File: config.mk
export PLATFORM = sky130hd
export DESIGN_NAME = fifo_uart_tx
export DESIGN_NICKNAME = d
export VERILOG_FILES = /design/src/rtl/fifo_uart_tx_pkg.sv /design/src/rtl/fifo_uart_tx_baud_gen.sv /design/src/rtl/fifo_uart_tx.sv
export SDC_FILE = /design/constraint.sdc
export NUM_CORES = 1
export LEC_CHECK = 0
export CORE_ASPECT_RATIO = 1.75
export CORE_MARGIN = 1
export CORE_UTILIZATION = 45
export DETAILED_ROUTE_END_ITERATION = 16
export PLACE_DENSITY = 0.71
export SLEW_MARGIN = 15
export SYNTH_ARGS = -nofsm -noshare
export SYNTH_HDL_FRONTEND = slang
export SYNTH_SLANG_ARGS = --single-unit
File: constraint.sdc
create_clock -name clk -period 2.1 [get_ports clk]
set_input_delay 0.21 -clock clk [delete_from_list [all_inputs] [get_ports clk]]
set_output_delay 0.21 -clock clk [all_outputs]
set_load 0.005 [all_outputs]
File: src/rtl/fifo_uart_tx_pkg.sv
// Shared state encoding and line-level constants for the FIFO-fed UART transmitter.
// No logic; types and constants only.
// The PARITY state exists only when FIFO_UART_TX_PARITY_EN is defined.
package fifo_uart_tx_pkg;

  // Line levels for the framing bits
  localparam logic START_BIT = 1'b0;
  localparam logic STOP_BIT  = 1'b1;

  // Explicit encodings keep the state values stable whether or not parity is built
  typedef enum logic [2:0] {
    IDLE   = 3'd0,
    START  = 3'd1,
    DATA   = 3'd2,
`ifdef FIFO_UART_TX_PARITY_EN
    PARITY = 3'd4,
`endif
    STOP   = 3'd3
  } state_t;

endpackage

File: src/rtl/fifo_uart_tx_baud_gen.sv
// Bit-period timer: counts 0..clks_per_bit-1 and flags the last cycle of each period.
// tick is a combinational decode of the registered count, valid in the same cycle.
// clr holds the count at zero; the counter wraps to zero on its own after tick.
module baud_gen #(
  parameter int clks_per_bit = 868
) (
  input  logic clk,
  input  logic rst,
  input  logic clr,
  output logic tick
);

  localparam int CW = (clks_per_bit > 1) ? $clog2(clks_per_bit) : 1;
  localparam logic [CW-1:0] LAST = CW'(clks_per_bit - 1);

  logic [CW-1:0] cnt;

  assign tick = (cnt == LAST);

  // Free-running period counter, restarted by clr or at the end of each period
  always_ff @(posedge clk or posedge rst) begin
    if (rst) begin
      cnt <= '0;
    end else if (clr || tick) begin
      cnt <= '0;
    end else begin
      cnt <= cnt + 1'b1;
    end
  end

endmodule

File: src/rtl/fifo_uart_tx.sv
// Serialises words from a first-word-fall-through FIFO as UART frames (start, data LSB first, [parity], stop).
// Frame = (width+2)*clks_per_bit cycles (+clks_per_bit with parity); one IDLE cycle between back-to-back frames.
// Pulls one word per frame via re only when idle; optional parity bit under macro FIFO_UART_TX_PARITY_EN.
module fifo_uart_tx
  import fifo_uart_tx_pkg::*;
#(
  parameter int width        = 16,
  parameter int clks_per_bit = 868
) (
  input  logic             clk,
  input  logic             rst,
  input  logic             fifo_empty,
  input  logic [width-1:0] data_in,
  output logic             re,
  output logic             tx,
  output logic             busy
);

  localparam int BW = $clog2(width + 1);
  localparam logic [BW-1:0] LAST_BIT = BW'(width - 1);

  state_t           state;
  logic [width-1:0] shreg;
  logic [width-1:0] shifted;
  logic [BW-1:0]    bitcnt;
  logic             tick;
  logic             clr;
`ifdef FIFO_UART_TX_PARITY_EN
  logic             par_bit;
`endif

  // The pop and the load share one edge, so re is a decode of the registered
  // state and the FIFO flag; rst gates it so reset silences reads at once.
  assign re = (state == IDLE) && !fifo_empty && !rst;

  // The counter sits at zero while idle; every later state entry coincides
  // with a period wrap, so each state starts with a fresh count.
  assign clr = (state == IDLE);

  assign shifted = shreg >> 1;

  baud_gen #(
    .clks_per_bit(clks_per_bit)
  ) u_baud_gen (
    .clk (clk),
    .rst (rst),
    .clr (clr),
    .tick(tick)
  );

  // Frame sequencer; tx and busy are loaded with the value of the state being entered
  always_ff @(posedge clk or posedge rst) begin
    if (rst) begin
      state  <= IDLE;
      tx     <= STOP_BIT;
      busy   <= 1'b0;
      shreg  <= '0;
      bitcnt <= '0;
`ifdef FIFO_UART_TX_PARITY_EN
      par_bit <= 1'b0;
`endif
    end else begin
      case (state)
        IDLE: begin
          if (!fifo_empty) begin
            state  <= START;
            shreg  <= data_in;
            bitcnt <= '0;
            tx     <= START_BIT;
            busy   <= 1'b1;
`ifdef FIFO_UART_TX_PARITY_EN
            par_bit <= ^data_in;
`endif
          end
        end
        START: begin
          if (tick) begin
            state <= DATA;
            tx    <= shreg[0];
          end
        end
        DATA: begin
          if (tick) begin
            shreg <= shifted;
            if (bitcnt == LAST_BIT) begin
              bitcnt <= '0;
`ifdef FIFO_UART_TX_PARITY_EN
              state  <= PARITY;
              tx     <= par_bit;
`else
              state  <= STOP;
              tx     <= STOP_BIT;
`endif
            end else begin
              bitcnt <= bitcnt + 1'b1;
              tx     <= shifted[0];
            end
          end
        end
`ifdef FIFO_UART_TX_PARITY_EN
        PARITY: begin
          if (tick) begin
            state <= STOP;
            tx    <= STOP_BIT;
          end
        end
`endif
        STOP: begin
          if (tick) begin
            state <= IDLE;
            tx    <= STOP_BIT;
            busy  <= 1'b0;
          end
        end
        default: begin
          state <= IDLE;
          tx    <= STOP_BIT;
          busy  <= 1'b0;
        end
      endcase
    end
  end

endmodule

==> impl_results.md <==
* Actual slew at the worst max-slew pin at 0.576 ns
* Status: finished with violations
* Hold Vio Cnt, Final at 0
* CP Launch Type: register
* Synthesized area at 1820 sq um
* # nets final at 219
* Non-Filler Instances at about 240
* Cell variety after synth at 36
* Pleak at 1.02 nW
* Worst EP arrival at roughly 2.4 ns
* Yosys warning total at 0
* RSZ-0062 raised after global routing: yes
* Crit-path cells: or4b_4 -> or4_4 -> a21oi_4 -> buf_12 -> mux2_2
* Setup CP Type: reg -> reg
* CP max stage delay at 0.54 ns
* Commonest non-fill, non-tap cell in the layout: dfrtp_1
* Area grow syn2layout at 26.1%
* Htree depth at 2
* Placer Congestion at 0.818
* Worst-path fanout max at 18
* Part of the cycle the worst path needs at 104%
* Largest net degree at the start of global routing at 23
* Max-Cap Viols at 0
* Req. time, crit path at 2.27 ns
* Clk pin slew, worst setup/hold paths at ~0.070 ns
* Rel. slew slack at slightly above 60%
* Clock latency on the worst-skew pair at between 0.2 and 0.3 ns
* Yosys reg bits at 35
* CTS tree: built
* DP Cell Count at 234
* CTS Sinks at 35
* Die width at 50.0 um
* Die Y-Extent at 86.1 um
* Fin Hold WS at between 0.3 and 0.4 ns
* Fmax at 457 MHz
* Initial antenna violation count at 0
* Die area at 4310 sq um
* Layout cells sized above 1 at 30.4%
* Layout fillers at 316
* ANT nets after route at 0
* Rows at 30
* Hold WC Path Type: in -> async
* Pwr dens at 528 nW/um^2
* Max Slew Vio Count at 0
* Ports at 22
* Mapped Avg Cell Area at ~11 sq um
* Post-Route WL at around 3.5 mm
* Maximum vdd drop at between 500 and 600 uV
* Setup ws final at -0.0901 ns
* Initial core utilization at 47.0%
* HPWL Detailed at 2.64 mm
* Routed length per instance at 14.4 um
* Clock skew at 0.00655 ns
* Area of the multi-input gates at 893 sq um
* First-pass DRT Iterations at 4
* First-pass GRT wire length at about 6.2 mm
* Starting DRT DRC Count at 40
* Vias in the first global route at 1335
* CP Capture Type: register
* Worst-case clock buffer depth at 2
* Root Driver: clkbuf_8
* Most frequent cells in the layout: dfrtp_1, mux2_2, clkdlybuf4s50_1, nor2_1, buf_4
* DR DRC count at 0
* Final setup vio count at 17
* CP max stage cell: or4b_4
* IO Port Bufs at 21
* Mapped Nets at between 150 and 200
* Fin crit period at 2.19 ns
* Pre-CTS worst setup slack at -0.0816 ns
* Via/cell ratio at 5.33
* Gate Count Post-Synth at 158
* CP delay by family, top: simple AND/OR/NAND/NOR gates
* WP buf/inv at 1
* Area occupied by registers at 877 sq um
* Vias at between 1000 and 1500
* Seq/Total Area, Yosys at between 40 and 50%
* Core area at 3870 sq um
* Failing checks: setup timing
* CTS Buf Count at 5
* GRT overflow at 0
* All-layer global routing usage at 19.4%
* N_diodes at 0
registers in the layout (all words and copies together) (netlist names):
name and count:
shreg 16, u_baud_gen.cnt 10, bitcnt 5, state 2, busy 1, tx 1
logic make-up (layout without fill, tap and decap cells):
group / after synthesis / in the layout / share of synthesized area (%)
buffers and inverters: 15 / 51 / 4.06
muxes: 34 / 34 / 21.0
DFF: 35 / 35 / 48.3
adders and majority gates: 7 / 7 / 4.82
and+or+nand+nor: 41 / 41 / 11.2
xor gates and xnor gates: 8 / 8 / 3.86
AOI/OAI and AO/OA: 18 / 18 / 6.82
area by class of cell:
type,instances,area share [%]
tap,48,2.62
sequential,35,38.3
clock inverter,1,0.218
inverter,9,1.47
clock buffer,7,3.33
multi-input combinational,108,39.0
timing repair buffer,34,15.1
final timing paths:
check	start	end	slack, ns	depth (start not counted)
min	rst	u_baud_gen.cnt[1]	0.31	2
max	u_baud_gen.cnt[3]	shreg[12]	-0.09	5
min reg2reg	u_baud_gen.cnt[0]	u_baud_gen.cnt[0]	0.48	1
max in group asynchronous	rst	shreg[6]	1.28	3
max reg2reg	u_baud_gen.cnt[3]	shreg[12]	-0.09	5
min in group clk	u_baud_gen.cnt[0]	u_baud_gen.cnt[0]	0.48	1
metal layers:
layer	global-route usage (%)	share of wire (%)	vias up
met2	33.2	54	26
met3	5.50	4.0	9
met4	10.4	2.7	0
met1	21.1	39	631
met5	0	0	-
li1	-	-	625
per-stage QoR:
stage / power, mW / utilization (%) / instance area [sq um] / TNS (ns)
floorplan: 0.712 / - / 1830 / -0.925
global placement: 0.756 / 56.7 / 2190 / -0.542
detailed placement: 0.758 / 56.7 / 2190 / -1.14
CTS: 1.22 / 58.8 / 2270 / -1.31
global route: 1.26 / 59.3 / 2290 / -2.63
finish: 1.21 / 59.3 / 2290 / -1.23
cells in the mapped netlist, drive strengths merged:
master   instances  share of area [%]
nand3            6                1.7
buf              4                1.8
xor2             2               0.96
or4b             1               0.55
or3b             1               0.48
mux2            33                 20
o211ai           1               0.41
xnor2            6                2.9
o21ai            4                1.1
dfstp            1                1.4
nor2            14                2.9
a21oi            3                1.0
a22oi            1               0.41
a2111oi          1               0.48
nor4             2               0.69
or4              1               0.62
ha               7                4.8
a2bb2oi          1               0.48
a21boi           1               0.41
mux2i            1               0.55
a31oi            1               0.34
o22ai            1               0.34
and3             1               0.41
dfrtp           34                 47
nor3b            1               0.41
nand2            8                1.7
a221o            1               0.55
a211oi           1               0.41
or2b             1               0.41
o21bai           1               0.41
clkbuf           2               0.41
nor3             5                1.4
o21a             1               0.41
inv              9                1.9
power breakdown:
group	internal [mW]	leakage [nW]	switching (mW)
Combinational	0.0458	0.526	0.0228
Sequential	0.675	0.448	0.000408
Clock	0.232	0.0422	0.233
what timing repair did:
item | CTS | global route
hold buffers | 0 | 0
endpoints found under the hold margin | 0 | 0
endpoints found under the setup margin | 17 | 25
resized for setup | 0 | 3
gates cloned | 0 | 0
buffers inserted | 0 | 0
Note: power is estimated with default switching activity, not from simulation.
